### src/rtl/div_seq_16bit_pkg.sv
// Shared definitions for the sequential restoring divider.
package div_seq_16bit_pkg;

    // Default operand / quotient / remainder width.
    localparam int DIV_WIDTH = 16;

    // Iteration counter width for the default operand width.
    localparam int DIV_CNT_W = $clog2(DIV_WIDTH);

    // Controller states.
    typedef enum logic [1:0] {
        IDLE = 2'd0,
        CALC = 2'd1,
        DONE = 2'd2
    } div_state_t;

endpackage : div_seq_16bit_pkg

### src/rtl/div_seq_16bit_trial_sub.sv
// Combinational (WIDTH+1)-bit trial subtractor a - b.
// It is built from 4-bit add/sub slices with B inverted and carry-in 1.
// The top bit only needs a carry stage. When there is no borrow, the
// difference is smaller than the divisor, so its top bit is always zero
// and the top bit is not exported.
module div_trial_sub
    import div_seq_16bit_pkg::*;
#(
    parameter int WIDTH = DIV_WIDTH
) (
    input  logic [WIDTH:0]   a,
    input  logic [WIDTH:0]   b,
    output logic [WIDTH-1:0] diff,
    output logic             borrow
);

    localparam int NSLICE = WIDTH / 4;

    logic [NSLICE:0] carry_s;
    logic            carry_out_s;

    assign carry_s[0] = 1'b1;

    for (genvar i = 0; i < NSLICE; i++) begin : g_slice
        assign {carry_s[i+1], diff[4*i +: 4]} = {1'b0, a[4*i +: 4]}
                                              + {1'b0, ~b[4*i +: 4]}
                                              + {4'b0000, carry_s[i]};
    end

    // Carry of the single top bit: a[WIDTH] + ~b[WIDTH] + carry in.
    assign carry_out_s = (a[WIDTH] & ~b[WIDTH])
                       | ((a[WIDTH] | ~b[WIDTH]) & carry_s[NSLICE]);
    assign borrow      = ~carry_out_s;

endmodule : div_trial_sub

### src/rtl/div_seq_16bit.sv
// Multi-cycle unsigned restoring divider with a start/busy/done handshake.
// It produces one quotient bit per clock. A zero divisor finishes in one cycle.
module div_seq_16bit
    import div_seq_16bit_pkg::*;
#(
    parameter int WIDTH = DIV_WIDTH
) (
    input  logic             clk,
    input  logic             rst_n,
    input  logic             start,
    input  logic [WIDTH-1:0] dividend,
    input  logic [WIDTH-1:0] divisor,
    output logic             busy,
    output logic             done,
    output logic [WIDTH-1:0] quotient,
    output logic [WIDTH-1:0] remainder,
    output logic             div_by_zero
);

    localparam int               CNT_W    = $clog2(WIDTH);
    localparam logic [CNT_W-1:0] LAST_CNT = CNT_W'(WIDTH - 1);

    div_state_t       state_r, state_next_s;
    logic [CNT_W-1:0] count_r;
    logic [WIDTH-1:0] dvd_sr_r;
    logic [WIDTH-1:0] dvs_r;
    // The accepted partial remainder is always below the divisor, so WIDTH
    // bits hold it. The trial value is WIDTH+1 bits wide.
    logic [WIDTH-1:0] rem_acc_r;
    logic [WIDTH:0]   r_trial_s;
    logic [WIDTH-1:0] diff_s;
    logic             borrow_s;
    logic [WIDTH-1:0] rem_next_s;
    logic             q_bit_s;
    logic             accept_s;
    logic             busy_r, done_r, busy_next_s, done_next_s;
    logic [WIDTH-1:0] quotient_r, remainder_r;
    logic             div_by_zero_r;

    assign r_trial_s  = {rem_acc_r, dvd_sr_r[WIDTH-1]};
    assign q_bit_s    = ~borrow_s;
    assign rem_next_s = borrow_s ? r_trial_s[WIDTH-1:0] : diff_s;
    assign accept_s   = start && ((state_r == IDLE) || (state_r == DONE));

    div_trial_sub #(.WIDTH(WIDTH)) u_trial_sub (
        .a      (r_trial_s),
        .b      ({1'b0, dvs_r}),
        .diff   (diff_s),
        .borrow (borrow_s)
    );

    // State register.
    always_ff @(posedge clk or negedge rst_n) begin
        if (!rst_n) begin
            state_r <= IDLE;
        end else begin
            state_r <= state_next_s;
        end
    end

    // Next-state logic. DONE accepts a new start exactly like IDLE does.
    always_comb begin
        state_next_s = state_r;
        case (state_r)
            IDLE, DONE: begin
                if (start) begin
                    state_next_s = (divisor == {WIDTH{1'b0}}) ? DONE : CALC;
                end else begin
                    state_next_s = IDLE;
                end
            end
            CALC: begin
                if (count_r == LAST_CNT) begin
                    state_next_s = DONE;
                end else begin
                    state_next_s = CALC;
                end
            end
            default: state_next_s = IDLE;
        endcase
    end

    // Handshake outputs are decoded from the next state and then registered.
    always_comb begin
        busy_next_s = (state_next_s == CALC);
        done_next_s = (state_next_s == DONE);
    end

    // Registered handshake flags.
    always_ff @(posedge clk or negedge rst_n) begin
        if (!rst_n) begin
            busy_r <= 1'b0;
            done_r <= 1'b0;
        end else begin
            busy_r <= busy_next_s;
            done_r <= done_next_s;
        end
    end

    // Datapath: operand capture, one restoring step per cycle, result write.
    always_ff @(posedge clk or negedge rst_n) begin
        if (!rst_n) begin
            count_r       <= {CNT_W{1'b0}};
            dvd_sr_r      <= {WIDTH{1'b0}};
            dvs_r         <= {WIDTH{1'b0}};
            rem_acc_r     <= {WIDTH{1'b0}};
            quotient_r    <= {WIDTH{1'b0}};
            remainder_r   <= {WIDTH{1'b0}};
            div_by_zero_r <= 1'b0;
        end else if (accept_s) begin
            if (divisor == {WIDTH{1'b0}}) begin
                quotient_r    <= {WIDTH{1'b1}};
                remainder_r   <= dividend;
                div_by_zero_r <= 1'b1;
            end else begin
                dvd_sr_r  <= dividend;
                dvs_r     <= divisor;
                rem_acc_r <= {WIDTH{1'b0}};
                count_r   <= {CNT_W{1'b0}};
            end
        end else if (state_r == CALC) begin
            rem_acc_r <= rem_next_s;
            dvd_sr_r  <= {dvd_sr_r[WIDTH-2:0], q_bit_s};
            count_r   <= count_r + CNT_W'(1);
            if (count_r == LAST_CNT) begin
                quotient_r    <= {dvd_sr_r[WIDTH-2:0], q_bit_s};
                remainder_r   <= rem_next_s;
                div_by_zero_r <= 1'b0;
            end else begin
                div_by_zero_r <= div_by_zero_r;
            end
        end else begin
            count_r <= count_r;
        end
    end

    assign busy        = busy_r;
    assign done        = done_r;
    assign quotient    = quotient_r;
    assign remainder   = remainder_r;
    assign div_by_zero = div_by_zero_r;

endmodule : div_seq_16bit

### config.mk
export PLATFORM = sky130hd
export DESIGN_NAME = div_seq_16bit
export DESIGN_NICKNAME = d
export VERILOG_FILES = /design/src/rtl/div_seq_16bit_pkg.sv /design/src/rtl/div_seq_16bit_trial_sub.sv /design/src/rtl/div_seq_16bit.sv
export SDC_FILE = /design/constraint.sdc
export NUM_CORES = 1
export LEC_CHECK = 0
export CELL_PAD_IN_SITES_DETAIL_PLACEMENT = 0
export CELL_PAD_IN_SITES_GLOBAL_PLACEMENT = 1
export CORE_MARGIN = 3
export CORE_UTILIZATION = 45
export DETAILED_ROUTE_END_ITERATION = 16
export MAX_ROUTING_LAYER = met4
export PLACE_DENSITY_LB_ADDON = 0.2
export RECOVER_POWER = 25
export SYNTH_ARGS = -nofsm -noshare
export SYNTH_HDL_FRONTEND = slang
export SYNTH_SLANG_ARGS = --single-unit
export TNS_END_PERCENT = 10
### constraint.sdc
create_clock -name clk -period 12.1 [get_ports clk]
set_clock_uncertainty 0.05 [all_clocks]
set_input_delay 1.815 -clock clk [delete_from_list [all_inputs] [get_ports clk]]
set_output_delay 1.815 -clock clk [all_outputs]
set_load 0.02 [all_outputs]
==> run metrics <==
die outline area=0.0110 mm²; fmax=roughly 170 MHz; Hold Vio Cnt, Final=0; final setup vio count=0; Hold Path End=div_by_zero; diode count=0; first-pass GRT wire length=between 15 and 20 mm; max-cap violations=1; DRT Pass-1 Iters=4; PostCTS Resize Cnt=0; cell-internal power=0.000959 W; Synth top area share=between 50% and 60%; count of different cell masters after synthesis=46; peak supply drop=0.166 mV; most frequent cells in the layout=89 x dfrtp_1, 70 x nand2_1, 68 x clkdlybuf4s50_1; status=complete, but fails checks; vias=3431; pwr dens=~320 mW/mm²; Tcrit/Tclk final=approximately 47%; GRT Overall Usage=about a fifth; slowest CP cell=fa_1; pin count of the biggest net entering global routing=69; Gate Count Post-Synth=448; CP max stage delay=410 ps; Clk pwr share=between 10 and 15%; ys async rst share=100%; Leak=2.28 nW; Slew @ Worst Pin=3640 ps; Worst setup startpoint=dvd_sr_r[15]; post-synth top area cell=dfrtp_1; I/O pins=70; remaining global-route overflow=0; Initial Utilization=47.2%; Die Y=105 µm; clock slew at reported path FFs=100 ps; DR top layer=met4; WP data required=12310 ps; initial antenna violation count=0; worst flop-to-flop path startpoint=dvd_sr_r[15]; Comb pwr share=a little under three fifths; TNS Setup=0 ps; Core Area=0.00937 mm²; EDFF count, synth=0; leading cell type in the layout, fill and taps excluded=dfrtp_1; CTS Hold Bufs=0; M1 wire length=just under 5 mm; TritonCTS Buffers=9; Net Switching=about 0.00075 W; area grow syn2layout=21.2%; H-tree depth=3; layout cells sized above 1=between 8 and 9%; Flop pwr share=31.8%; Hold Path Depth=2; worst hold path class=reg2reg; IO Port Bufs=slightly below 70; Startpoint Class=flop; Net Sw Frac=43.8%; DP HPWL=7.61 mm; Die Span X=105 µm; yosys warns=0; cell mode on critical path=fa_1; CTS root buf=clkbuf_8; Antenna Nets Post-Route=0; met3 WL post-DR=between 400 and 500 µm; RSZ-0062 raised after global routing=false; Routed Wire Length=~11 mm; violated checks=capacitance limit, slew limit; Setup Fix Bufs, Post-CTS=0; vias in the first global route=3546; synthesized area=about 0.0044 mm²; worst reg2reg path endpoint=remainder[8]; critical path class=reg2reg; drt drc=0; crit path time final=5740 ps; Max-slew headroom=-143%; mean area per synthesized cell=9.86 µm²; # rows=35; GPL Wtd Cong=0.828; Post-synth top flop=dfrtp_1; final net count=564; Area contributors post-synth=dfrtp_1 50%, nand2_1 5.9%, nor2_1 4.2%, ha_1 4.0%, a21oi_1 3.6%; sequential area share after synthesis=between 50% and 60%; worst-path cell chain=inv_1, ha_1, inv_1, fa_1, a21o_1, a21o_1, fa_1, fa_1, a21o_1, a21o_1, fa_1, fa_1, a21o_1, a21o_1, fa_1, inv_1, fa_1, nand3b_2, and2_4, mux2i_1, o21ai_1, mux2_4; maximum clock insertion buffer count=2; Hold Path Origin=div_by_zero; final core occ=57.1%; critical path fanouts, max=13; CP Data Arrival Time=about 6000 ps; DR WL met2=5.38 mm; 1st-iter DRT viols=144; R2R setup slack=6360 ps; wire per inst=16.9 µm; drt via density=5.34; clk sinks=89; synthesized flop and latch total=89; CTS tree=built; Worst Setup End Kind=flop; syn nets=504; final slew viol count=69; cell count of the worst reg-to-reg path=22; clk_lat worst skew=360 ps
synthesized netlist by cell type (all sizes together), types with 2 or more instances:
cell type  number
a22oi           2
xor2            3
ha             14
fa              7
a31oi          12
nor2b           2
mux2i          14
nand4           2
inv            20
dfrtp          89
a21o            8
o22ai           4
buf            13
nor4            4
o21ai          40
nor2           50
a211oi          2
xnor2           6
nand3           5
o211ai          2
or2             2
clkbuf         11
mux2           10
o31ai           8
nand2          72
a21oi          32
nand2b          3
routing by layer:
layer / vias up / GRT usage [%]
li1: 1649 / -
met1: 1689 / 27.6
met2: 80 / 34.7
met3: 13 / 3.52
met4: 0 / 5.72
met5: - / -
registers in the layout, indices dropped and copies added, names as in the netlist:
name         cells
state_r          2
rem_acc_r       16
div_by_zero      1
quotient        16
remainder       16
busy             1
dvd_sr_r        16
dvs_r           16
done             1
count_r          4
layout make-up:
cell class | instances | area [µm²]
fillers | 882 | 4020
flip-flops and latches | 89 | 2230
multi-input cells | 314 | 1990
repair buffers | 73 | 711
well taps | 129 | 161
clock buffers | 10 | 128
inverters | 21 | 83.8
clock inverters | 6 | 52.6
logic make-up after synthesis:
family / count (synthesis) / synth area share, %
mux: 24 / 5.80
flops: 89 / 50.4
xor+xnor: 9 / 1.78
buf+inv: 45 / 4.87
compound gates: 116 / 15.7
simple gates: 144 / 14.3
fa+ha+maj: 21 / 7.13
critical path: cells and delay by family (launching register included):
kind	cells	cell delay, ps
adder cells (fa/ha/maj)	8	2770
AO/OA/AOI/OAI	7	1160
multiplexers	2	560
AND/OR/NAND/NOR	2	470
flip-flops	1	400
buffers and inverters	3	210
worst max-delay path by stage:
stage	end	depth (start not counted)	slack, ps
2_1_floorplan	remainder[8]	24	6640
3_3_place_gp	remainder[1]	22	6590
5_1_grt	dvs_r[13]	2	5430
4_1_cts	remainder[8]	22	6350
3_5_place_dp	remainder[8]	22	6420
6_report	remainder[8]	22	6360
power groups by stage:
| stage | logic (W) | clock network, W | registers [W] |
|---|---|---|---|
| 3_3_place_gp | 0.000954 | 0 | 0.000547 |
| 3_5_place_dp | 0.000972 | 0 | 0.000550 |
| 4_1_cts | 0.000980 | 0.000197 | 0.000544 |
| 5_1_grt | 0.00108 | 0.000212 | 0.000564 |
| 6_report | 0.000969 | 0.000194 | 0.000542 |
| 2_1_floorplan | 0.000640 | 0 | 0.000585 |
metrics by stage:
step	power (W)	instance area, µm²	setup WS (ps)	instances	hold WS, ps
floorplan	0.00123	4420	6640	448	400
global placement	0.00150	5180	6590	626	415
detailed placement	0.00152	5180	6420	626	422
global route	0.00186	5360	5430	642	479
finish	0.00170	5360	6360	642	441
CTS	0.00172	5360	6350	642	447
Note: power is estimated with default switching activity, not from simulation.
